<file path="config.mk">
export PLATFORM = sky130hd
export DESIGN_NAME = riscv_hazard_unit
export DESIGN_NICKNAME = d
export VERILOG_FILES = /design/src/rtl/riscv_hazard_unit.sv
export SDC_FILE = /design/constraint.sdc
export NUM_CORES = 1
export LEC_CHECK = 0
export ABC_CLOCK_PERIOD_IN_PS = 3100
export BUFFER_PORTS_ARGS = -buffer_cell sky130_fd_sc_hd__clkbuf_2
export CAP_MARGIN = 5
export CORE_ASPECT_RATIO = 1.4
export CORE_MARGIN = 5
export CORE_UTILIZATION = 45
export DETAILED_ROUTE_END_ITERATION = 16
export PLACE_DENSITY = 0.72
export SLEW_MARGIN = 30
export SYNTH_ARGS = -nofsm -noshare
export SYNTH_HDL_FRONTEND = slang
export SYNTH_SLANG_ARGS = --single-unit
</file>
<file path="constraint.sdc">
create_clock -name clk -period 3.1 [get_ports clk]
set_input_delay 0.155 -clock clk [delete_from_list [all_inputs] [get_ports clk]]
set_output_delay 0.155 -clock clk [all_outputs]
set_load 0.005 [all_outputs]
</file>
<file path="src/rtl/riscv_hazard_unit.sv">
// Hazard controller for the 5-stage pipeline: forwarding selects, load/branch/RAW
// stalls, multi-cycle EX stall FSM and saturating stall/flush counters.
module riscv_hazard_unit #(
  parameter int unsigned REG_ADDR_W = 5,
  parameter int unsigned MULDIV_LAT = 4,
  parameter int unsigned FWD_EN     = 1,
  parameter int unsigned CNT_W      = 32
) (
  input  logic                  clk,
  input  logic                  rst,
  input  logic [REG_ADDR_W-1:0] i_rs1_D,
  input  logic [REG_ADDR_W-1:0] i_rs2_D,
  input  logic                  i_branch_D,
  input  logic                  i_take_branch_D,
  input  logic [REG_ADDR_W-1:0] i_rs1_E,
  input  logic [REG_ADDR_W-1:0] i_rs2_E,
  input  logic [REG_ADDR_W-1:0] i_rd_E,
  input  logic                  i_wr_en_E,
  input  logic                  i_sel_result_E,
  input  logic                  i_multicycle_E,
  input  logic [REG_ADDR_W-1:0] i_rd_M,
  input  logic                  i_wr_en_M,
  input  logic                  i_sel_result_M,
  input  logic [REG_ADDR_W-1:0] i_rd_W,
  input  logic                  i_wr_en_W,
  output logic                  o_en_F,
  output logic                  o_en_D,
  output logic                  o_en_E,
  output logic                  o_flush_D,
  output logic                  o_flush_E,
  output logic                  o_flush_M,
  output logic                  o_fwdA_D,
  output logic                  o_fwdB_D,
  output logic [1:0]            o_fwdA_E,
  output logic [1:0]            o_fwdB_E,
  output logic                  o_busy,
  output logic [CNT_W-1:0]      o_stall_cnt,
  output logic [CNT_W-1:0]      o_flush_cnt
);

  localparam int unsigned     LAT_W    = (MULDIV_LAT > 2) ? $clog2(MULDIV_LAT) : 1;
  localparam logic [LAT_W-1:0] LAT_INIT = (MULDIV_LAT > 2) ? LAT_W'(MULDIV_LAT - 2) : '0;
  localparam logic            MC_EN    = (MULDIV_LAT > 1);

  typedef enum logic {IDLE, BUSY} state_e;

  state_e           state_q, state_d;
  logic [LAT_W-1:0] cnt_q, cnt_d;
  logic [CNT_W-1:0] stall_cnt_q, stall_cnt_d;
  logic [CNT_W-1:0] flush_cnt_q, flush_cnt_d;

  logic lw_stall, br_stall, raw_stall, d_stall, mc_stall;
  logic hit_d_e, hit_d_m;

  function automatic logic match(input logic [REG_ADDR_W-1:0] a, input logic [REG_ADDR_W-1:0] r);
    return (a != '0) && (a == r);
  endfunction

  // M has the younger value, so it takes priority over W.
  function automatic logic [1:0] fwd_e(input logic [REG_ADDR_W-1:0] rs,
                                       input logic [REG_ADDR_W-1:0] rd_m, input logic we_m,
                                       input logic [REG_ADDR_W-1:0] rd_w, input logic we_w);
    if (we_m && match(rs, rd_m))      return 2'b10;
    else if (we_w && match(rs, rd_w)) return 2'b01;
    else                              return 2'b00;
  endfunction

  always_comb begin
    hit_d_e   = match(i_rs1_D, i_rd_E) || match(i_rs2_D, i_rd_E);
    hit_d_m   = match(i_rs1_D, i_rd_M) || match(i_rs2_D, i_rd_M);
    lw_stall  = i_sel_result_E && i_wr_en_E && hit_d_e;
    br_stall  = i_branch_D && ((i_wr_en_E && hit_d_e) ||
                               (i_wr_en_M && i_sel_result_M && hit_d_m));
    raw_stall = (i_wr_en_E && hit_d_e) || (i_wr_en_M && hit_d_m);
    mc_stall  = MC_EN && i_multicycle_E && !(state_q == BUSY && cnt_q == '0);

    if (FWD_EN != 0) begin
      d_stall  = lw_stall || br_stall;
      o_fwdA_D = i_wr_en_M && !i_sel_result_M && match(i_rs1_D, i_rd_M);
      o_fwdB_D = i_wr_en_M && !i_sel_result_M && match(i_rs2_D, i_rd_M);
      o_fwdA_E = fwd_e(i_rs1_E, i_rd_M, i_wr_en_M, i_rd_W, i_wr_en_W);
      o_fwdB_E = fwd_e(i_rs2_E, i_rd_M, i_wr_en_M, i_rd_W, i_wr_en_W);
    end else begin
      d_stall  = raw_stall;
      o_fwdA_D = 1'b0;
      o_fwdB_D = 1'b0;
      o_fwdA_E = 2'b00;
      o_fwdB_E = 2'b00;
    end

    // A multi-cycle stall freezes F/D/E and bubbles M, masking any D-stage hazard.
    o_en_F    = !(mc_stall || d_stall);
    o_en_D    = !(mc_stall || d_stall);
    o_en_E    = !mc_stall;
    o_flush_E = !mc_stall && d_stall;
    o_flush_M = mc_stall;
    o_flush_D = i_take_branch_D && !d_stall && !mc_stall;
  end

  always_comb begin
    state_d = state_q;
    cnt_d   = cnt_q;
    case (state_q)
      IDLE: if (MC_EN && i_multicycle_E) begin
        state_d = BUSY;
        cnt_d   = LAT_INIT;
      end
      BUSY: if (cnt_q == '0) state_d = IDLE;
            else             cnt_d   = cnt_q - 1'b1;
      default: state_d = IDLE;
    endcase

    stall_cnt_d = stall_cnt_q;
    flush_cnt_d = flush_cnt_q;
    if (!o_en_F && stall_cnt_q != '1)   stall_cnt_d = stall_cnt_q + CNT_W'(1);
    if (o_flush_D && flush_cnt_q != '1) flush_cnt_d = flush_cnt_q + CNT_W'(1);
  end

  always_ff @(posedge clk or negedge rst) begin
    if (!rst) begin
      state_q     <= IDLE;
      cnt_q       <= '0;
      stall_cnt_q <= '0;
      flush_cnt_q <= '0;
    end else begin
      state_q     <= state_d;
      cnt_q       <= cnt_d;
      stall_cnt_q <= stall_cnt_d;
      flush_cnt_q <= flush_cnt_d;
    end
  end

  assign o_busy      = (state_q == BUSY);
  assign o_stall_cnt = stall_cnt_q;
  assign o_flush_cnt = flush_cnt_q;

endmodule
</file>
==> results.json, run 1 <==
{
  "critPathCaptureType": "register",
  "antennaDiodeCount": 0,
  "std_cell_rows": 40,
  "tns_ps": 0,
  "cts_root_buffer": "clkbuf_16",
  "synth_nets": 436,
  "worst_pin_slew_ps": 829,
  "ant_nets": 0,
  "finalCriticalPeriod_ps": 2560,
  "critical_path_class": "reg2reg",
  "status": "finished clean",
  "gp_congestion": 0.910,
  "drtIter0Drc": 184,
  "core-area_mm2": 0.00856,
  "final.setup.worst_slack_ps": 544,
  "finalSetupViolations": 0,
  "overflow": 0,
  "portBuffers": 121,
  "syn_inst": 388,
  "syn_avg_cell_area_um2": 10.1,
  "fmax_mhz": 391,
  "clkLatencyLatePin_ps": 330,
  "startpoint": "o_stall_cnt[13]$_DFFE_PN0P_",
  "cts_sinks": 67,
  "final_common_cell": "clkbuf_2",
  "htree_num_levels": 3,
  "cts_tree": "built",
  "synth_area_leaders": "dfrtp_1 (43%), xnor2_1 (13%), xor2_1 (9.4%)",
  "synthesis.area_mm2": 0.00391,
  "via_per_inst": 5.40,
  "wl_met3_um": 715,
  "layout-drive-gt1-share_pct": 29.5,
  "synth_warnings": 0,
  "synth_seq_area_share_pct": 42.8,
  "synth_top_area_cell": "dfrtp_1",
  "ir_worst_vdd_mv": 0.443,
  "start_util_pct": 45.7,
  "grt_pass1_vias": 3417,
  "routed.top_layer": "met4",
  "hold_slack_ps": 18.5,
  "postCtsHoldBufs": 0,
  "nNetsFinal": 558,
  "leakagePower_nw": 2.44,
  "hold_viol_final": 0,
  "cts_setup_buffers": 0,
  "yosys_register_bits": 67,
  "dpl_cell_area_mm2": 0.00460,
  "wl_per_cell_um": 15.4,
  "yosys.area.top_type_share_pct": 42.8,
  "cts_buffers": 9,
  "worstPathRequired_ps": 3300,
  "worstPathCellList": "nand4_1 -> nor4_2 -> nand3b_1 -> nor2_2 -> buf_4 -> nor3_1 -> xor2_1",
  "vias": 3351,
  "cp_max_fo": 10,
  "io-pin-count": 122,
  "critPathLaunchType": "register",
  "pre_cts_slack_ps": 577,
  "wl_met1_um": 3740,
  "cts_resized": 0,
  "finalPower_mw": 2.70,
  "finalCritPeriodShare_pct": 82.4,
  "final_cell_mix": "clkbuf_2 (121), dfrtp_1 (67), xnor2_1 (60)",
  "die-area_mm2": 0.0107,
  "grt_max_degree": 68,
  "remaining_drc_errors": 0,
  "final_cell_area_mm2": 0.00488,
  "crit-reg2reg-launch": "o_stall_cnt[13]$_DFFE_PN0P_",
  "dieWidth_um": 88.8,
  "grt_pass1_wl_um": 16000,
  "reg2reg_depth": 7,
  "r2r_slack_ps": 540,
  "r2r_end": "o_stall_cnt[22]$_DFFE_PN0P_",
  "antenna_found_initial": 0,
  "hold_path_class": "in2async",
  "grt.total_usage_pct": 19.2,
  "dpl.hpwl_um": 7400,
  "wirelength_um": 9580,
  "firstDrtPassIters": 4,
  "cpPeakStageDelay_ps": 550,
  "critPathSlowestCell": "nor4_2",
  "routed-wl-met2_um": 4870,
  "synth_cell_types": 41,
  "powerDensity_mw_per_mm2": 552,
  "max-slew-margin-rel_pct": 44.8,
  "die_height_um": 120,
  "maxCapViolations": 0,
  "rsz0062_at_grt": "no",
  "clockBufferDepth": 2,
  "arrival_ps": 2750,
  "finClkSkew_ps": 7.00,
  "final_max_slew_viol_count": 0,
  "syn2layout_area_growth_pct": 24.8,
  "fillers": 751,
  "clk_pin_slew_ps": 50
}
-- kinds of logic (layout without fill, tap and decap cells) --
group / count (synthesis) / count (layout) / share of synthesized area, %
and+or+nand+nor: 188 / 188 / 27.9
buffers and inverters: 19 / 146 / 2.91
DFF: 67 / 67 / 42.8
muxes: 3 / 3 / 0.927
AOI/OAI and AO/OA: 6 / 6 / 1.66
adders and majority gates: 3 / 3 / 0.959
xor gates and xnor gates: 102 / 102 / 22.8
-- metrics by stage --
step                      util (%)  instances
after floorplan                  -        388
after global placement        53.7        604
after detailed placement      53.7        604
after CTS                     57.1        620
after global routing          57.1        620
final                         57.1        620
-- area by class of cell --
cell class              instances  area (µm²)  share of cell area [%]
well taps                     105         131                    2.69
multi-input cells             302        2130                    43.6
clock inverters                 2        35.0                   0.717
repair buffers                126         643                    13.2
inverters                       4        15.0                   0.307
flip-flops and latches         67        1680                    34.3
clock buffers                  14         254                    5.20
-- per-layer routing --
layer	GRT usage [%]	vias up
met5	0	-
met4	9.64	0
met3	4.70	20
met2	31.3	124
met1	23.0	1591
li1	-	1616
-- synthesized netlist by cell type (all sizes together) --
cell,count
nor4,11
dfrtp,67
and4,7
o22a,1
o221a,1
nand4,31
and3,24
a21boi,1
clkbuf,4
or4,6
xnor2,60
nor4b,3
inv,4
and2,7
mux2,2
nand2b,2
mux2i,1
or3,1
nor3,16
nand2,23
o21a,1
buf,11
nor2,23
ha,3
or2,1
a21oi,2
nor3b,1
nand3,31
nand3b,1
xor2,42
-- worst max-delay path: cells and delay by family, from the launching register on --
family / cells / cell delay (ps)
xor+xnor: 1 / 160
flops: 1 / 450
buf+inv: 1 / 260
simple gates: 5 / 1550
-- flip-flops by register name, indices dropped and copies added, names as in the netlist --
register,flops
o_flush_cnt,32
cnt_q,2
o_stall_cnt,32
o_busy,1
-- power by group --
group / leakage [nW] / switching, mW / internal, mW / total, mW
sequential: 0.903 / 0.126 / 0.989 / 1.12
combinational: 1.40 / 0.309 / 0.284 / 0.593
clock: 0.141 / 0.344 / 0.644 / 0.987
-- worst max path at each step --
stage | slack (ps) | end | cells after the start
2_1_floorplan | 970 | o_stall_cnt[11]$_DFFE_PN0P_ | 7
3_3_place_gp | 600 | o_stall_cnt[31]$_DFFE_PN0P_ | 7
3_5_place_dp | 580 | o_stall_cnt[26]$_DFFE_PN0P_ | 7
4_1_cts | 550 | o_stall_cnt[22]$_DFFE_PN0P_ | 7
5_1_grt | 290 | o_stall_cnt[27]$_DFFE_PN0P_ | 7
6_report | 540 | o_stall_cnt[22]$_DFFE_PN0P_ | 7
Power figures use the tool's default switching activity.
==> run 2, diff against run 1 <==
ABC_CLOCK_PERIOD_IN_PS = 2300   (was 3100)
PLACE_DENSITY = 0.74   (was 0.72)
clock period = 2.3 ns   (was 3.1 ns; I/O delays follow)
==> run 2 against run 1 <==
The flow now finishes with violations (negative hold slack). Clock skew decreased by 0.52 ps. Final cell count increased by 2.1%. Clock-buffer cell count decreased by 5. Critical path depth increased by 1. Via count increased by 4.2%. Sequential power increased by 35%. Sequential cell count unchanged. Wire length increased by 2.8%. Core utilization increased by 1.8 points. Sequential share of layout area decreased by 1.0 points. Critical path type unchanged. Largest power group unchanged.
==> results.json, run 2 (synthesis results as in run 1) <==
{
  "final_max_slew_viol_count": 0,
  "clk_pin_slew_ps": 60,
  "worst_pin_slew_ps": 843,
  "critical_path_class": "reg2reg",
  "cts_buffers": 9,
  "vias": 3491,
  "overflow": 0,
  "path_buf_inv": 1,
  "hold_slack_ps": -23.1,
  "grt_pass1_wl_um": 16700,
  "wl_per_cell_um": 15.6,
  "syn2layout_area_growth_pct": 28.7,
  "critPathSlowestCell": "dfrtp_1",
  "gp_congestion": 0.920,
  "final_cell_mix": "clkbuf_2 (120), dfrtp_1 (67), xnor2_1 (60)",
  "remaining_drc_errors": 0,
  "hold_viol_final": 35,
  "layout-drive-gt1-share_pct": 32.0,
  "std_cell_rows": 40,
  "critical_path.top_delay_family": "simple AND/OR/NAND/NOR gates",
  "portBuffers": 121,
  "postCtsHoldBufs": 0,
  "leakagePower_nw": 2.53,
  "maxCapViolations": 0,
  "powerDensity_mw_per_mm2": 758,
  "ir_worst_vdd_mv": 0.579,
  "hold_path_class": "in2async",
  "ant_nets": 0,
  "cts_sinks": 67,
  "die_height_um": 120,
  "cp_max_fo": 9,
  "die-area_mm2": 0.0107,
  "dieWidth_um": 88.8,
  "start_util_pct": 45.7,
  "grt_pass1_vias": 3511,
  "antenna_found_initial": 0,
  "grt.total_usage_pct": 19.6,
  "drtIter0Drc": 180,
  "htree_num_levels": 3,
  "antennaDiodeCount": 0,
  "failed_checks": "negative hold slack",
  "status": "complete, but fails checks",
  "finalCritPeriodShare_pct": 91.2,
  "cts_resized": 0,
  "cpPeakStageDelay_ps": 420,
  "cts_root_buffer": "clkbuf_16",
  "post-route-util_pct": 58.8,
  "critPathLaunchType": "register",
  "fmax_mhz": 477,
  "finalCriticalPeriod_ps": 2100,
  "arrival_ps": 2310,
  "rsz0062_at_grt": "no",
  "dpl.hpwl_um": 7580,
  "nNetsFinal": 571,
  "finClkSkew_ps": 6.47,
  "final_common_cell": "clkbuf_2",
  "tns_ps": 0,
  "finalSetupViolations": 0,
  "core-area_mm2": 0.00856,
  "clockBufferDepth": 2,
  "worstPathCellList": "and3_1 -> and3_1 -> and3_1 -> nand2_1 -> a21oi_1 -> buf_4 -> nand4_1 -> xnor2_1",
  "critPathCaptureType": "register",
  "via_per_inst": 5.52,
  "io-pin-count": 122,
  "path_common_cell": "and3_1",
  "firstDrtPassIters": 4,
  "wirelength_um": 9840,
  "clkLatencyLatePin_ps": 330,
  "grt_max_degree": 68,
  "max-slew-margin-rel_pct": 43.8,
  "cts_setup_buffers": 0,
  "worstPathRequired_ps": 2510,
  "cts_tree": "built"
}
-- run 2: cell types whose count changed in the layout (fill, tap and decap cells not counted), sizes merged --
cell      before  now
clkbuf       135  129
bufinv         1    2
clkinv         1    2
buf            5   19
clkinvlp       0    3
-- run 2: final timing paths --
check,start,depth (start not counted),slack (ps),endpoint
min in group clk,i_multicycle_E,2,70,o_busy$_DFF_PN0_
hold / removal,rst,2,-20,o_flush_cnt[30]$_DFFE_PN0P_
max in group asynchronous,rst,2,1770,o_stall_cnt[15]$_DFFE_PN0P_
setup reg to reg,o_flush_cnt[4]$_DFFE_PN0P_,8,200,o_flush_cnt[17]$_DFFE_PN0P_
hold reg to reg,cnt_q[0]$_DFFE_PN0P_,1,480,cnt_q[0]$_DFFE_PN0P_
setup / recovery,o_flush_cnt[4]$_DFFE_PN0P_,8,200,o_flush_cnt[17]$_DFFE_PN0P_
-- run 2: power by group --
part / switching [mW] / total [mW] / internal [mW]
clock network: 0.509 / 1.45 / 0.944
registers: 0.182 / 1.51 / 1.33
logic: 0.428 / 0.851 / 0.423
total: 1.12 / 3.82 / 2.70
-- run 2: cell type report --
cell class / instances / area (µm²)
clock buffers: 9 / 225
clock inverters: 7 / 92.6
fillers: 722 / 3520
inverters: 4 / 15.0
multi-input cells: 302 / 2130
flip-flops and latches: 67 / 1680
well taps: 105 / 131
repair buffers: 139 / 766
-- run 2: per-layer routing --
metal	track usage, %	up-vias	wire, µm
met5	0	-	0
met4	6.81	0	220
met3	6.34	15	721
met2	32.5	123	5060
met1	23.6	1700	3840
li1	-	1653	-
-- run 2: per-stage QoR --
| step | hold WS [ps] | total power, mW | setup WS, ps | instance area, µm² | instances |
|---|---|---|---|---|---|
| final | -23.1 | 3.82 | 203 | 5040 | 633 |
| after global routing | 54.3 | 4.03 | 9.56 | 5040 | 633 |
| after CTS | 9.63 | 3.85 | 182 | 5040 | 633 |
| after detailed placement | 359 | 2.39 | 48.1 | 4720 | 617 |
| after global placement | 346 | 2.35 | 88.6 | 4720 | 617 |
| after floorplan | -181 | 1.98 | 170 | 3910 | 388 |
==> run 3, diff against run 2 <==
CELL_PAD_IN_SITES_DETAIL_PLACEMENT = 0   (was not set)
CELL_PAD_IN_SITES_GLOBAL_PLACEMENT = 1   (was not set)
CORE_UTILIZATION = 35   (was 45)
PLACE_DENSITY = 0.84   (was 0.74)
REMOVE_ABC_BUFFERS = 1   (was not set)
==> run 3 against run 2 <==
Clock-buffer cell count up 4. Setup slack lost 16 ps. Clock power down 6%. Final cell count increased by 5.8%. Global-route usage shrank 3.3 points. Via count is 0.20% lower. Sequential share of layout area decreased by 0.34 points. Wire length rose by 7.4%. Sequential cell count is the same. Core utilization decreased by 12 points. The run now ends clean. Design area is 1.0% higher.
==> results.json, run 3 (synthesis results as in run 1) <==
{
  "htree_num_levels": 3,
  "fmax_mhz": 473,
  "hold_path_depth": 2,
  "dieWidth_um": 99.4,
  "r2r_slack_ps": 260,
  "finalPower_mw": 3.74,
  "cp.depth": 9,
  "finalSetupViolations": 0,
  "core-area_mm2": 0.0109,
  "via_per_inst": 5.20,
  "ant_nets": 0,
  "grt_pass1_vias": 3615,
  "finalCriticalPeriod_ps": 2110,
  "syn2layout_area_growth_pct": 30.0,
  "cts_tree": "built",
  "worst_pin_slew_ps": 606,
  "leakagePower_nw": 2.54,
  "dpl.hpwl_um": 8280,
  "remaining_drc_errors": 0,
  "grt_max_degree": 32,
  "std_cell_rows": 45,
  "wl_per_cell_um": 15.8,
  "arrival_ps": 2000,
  "cts_sinks": 67,
  "hold_path_class": "in2reg",
  "antenna_found_initial": 0,
  "cp_max_fo": 31,
  "firstDrtPassIters": 4,
  "clockBufferDepth": 2,
  "layout-drive-gt1-share_pct": 31.6,
  "grt.total_usage_pct": 16.3,
  "ir_worst_vdd_mv": 0.289,
  "overflow": 0,
  "clkLatencyLatePin_ps": 340,
  "cts_setup_buffers": 0,
  "critPathSlowestCell": "dfrtp_1",
  "portBuffers": 121,
  "critical_path_class": "reg2out",
  "startpoint": "cnt_q[0]$_DFFE_PN0P_",
  "grt_pass1_wl_um": 17600,
  "maxCapViolations": 0,
  "critPathCaptureType": "output pin",
  "drtIter0Drc": 166,
  "clk_pin_slew_ps": 50,
  "antennaDiodeCount": 0,
  "critical_path.top_delay_family": "buffers and inverters",
  "path_buf_inv": 5,
  "crit-reg2reg-launch": "o_stall_cnt[15]$_DFFE_PN0P_",
  "gp_congestion": 0.995,
  "die-area_mm2": 0.0134,
  "io-pin-count": 122,
  "final_common_cell": "clkbuf_2",
  "final_max_slew_viol_count": 0,
  "start_util_pct": 35.8,
  "p_sw_mw": 1.09,
  "hp-start": "i_multicycle_E",
  "post-route-util_pct": 46.6,
  "vias": 3484,
  "cts_resized": 0,
  "worstPathCellList": "inv_1 -> ha_1 -> nand2_1 -> nand2_1 -> inv_1 -> nor4b_4 -> buf_4 -> buf_12 -> clkbuf_2",
  "cpPeakStageDelay_ps": 390,
  "finalCritPeriodShare_pct": 91.9,
  "nNetsFinal": 573,
  "swShare_pct": 29.2,
  "postCtsHoldBufs": 1,
  "max-slew-margin-rel_pct": 59.6,
  "powerDensity_mw_per_mm2": 734,
  "cts_root_buffer": "clkbuf_16",
  "pwr-share-clk_pct": 36.7,
  "worstPathRequired_ps": 2180,
  "finClkSkew_ps": 7.23,
  "critPathLaunchType": "register",
  "power_frac_seq_pct": 40.5,
  "combPwrFrac_pct": 22.8,
  "status": "finished clean",
  "reg2reg_depth": 7,
  "hold_viol_final": 0,
  "cts_buffers": 9,
  "internal-power_mw": 2.65,
  "fillers": 1080,
  "wirelength_um": 10600,
  "rsz0062_at_grt": "no",
  "die_height_um": 135,
  "final_cell_mix": "clkbuf_2 (120), dfrtp_1 (67), xnor2_1 (60)"
}
-- run 3: cell types whose count changed in the layout (fill, tap and decap cells not counted), sizes merged --
cell,change
buf,+1
bufinv,-1
clkbuf,+4
clkinv,-1
clkinvlp,-3
dlygate4sd3,+1
-- run 3: path summary, 6_finish.rpt --
kind | endpoint
max | o_flush_D
min | o_busy$_DFF_PN0_
max reg2reg | o_stall_cnt[17]$_DFFE_PN0P_
min reg2reg | o_flush_cnt[31]$_DFFE_PN0P_
max in group asynchronous | o_stall_cnt[30]$_DFFE_PN0P_
min in group asynchronous | o_stall_cnt[17]$_DFFE_PN0P_
-- run 3: layout make-up --
cell class | instances | area (µm²) | area share [%]
clock buffer | 13 | 260 | 5.11
clock inverter | 2 | 35.0 | 0.688
inverter | 4 | 15.0 | 0.295
multi-input combinational | 302 | 2130 | 41.8
sequential | 67 | 1680 | 32.9
tap | 141 | 176 | 3.47
timing repair buffer | 141 | 796 | 15.6
-- run 3: per-stage QoR --
stage / setup WS [ps] / area [µm²] / cells / TNS, ps / hold WS, ps
3_5_place_dp: 77.9 / 4780 / 654 / 0 / 156
2_1_floorplan: -512 / 3810 / 373 / -15670 / -181
4_1_cts: 158 / 5090 / 670 / 0 / 51.7
5_1_grt: 90.6 / 5090 / 670 / 0 / 72.7
3_3_place_gp: 108 / 4780 / 654 / 0 / 147
6_report: 187 / 5090 / 670 / 0 / 62.7
-- run 3: power groups by stage --
stage | Combinational (mW) | Sequential (mW) | Clock, mW
2_1_floorplan | 0.431 | 1.50 | 0
3_3_place_gp | 0.840 | 1.52 | 0
3_5_place_dp | 0.864 | 1.53 | 0
4_1_cts | 0.870 | 1.52 | 1.41
5_1_grt | 0.943 | 1.54 | 1.45
6_report | 0.854 | 1.51 | 1.37
-- run 3: layer usage --
metal	global-route usage [%]	vias up	part of all wire [%]
met5	0	-	0
met4	10.4	0	4.9
met3	5.12	36	7.9
met2	26.6	149	49
met1	18.3	1652	38
li1	-	1647	-
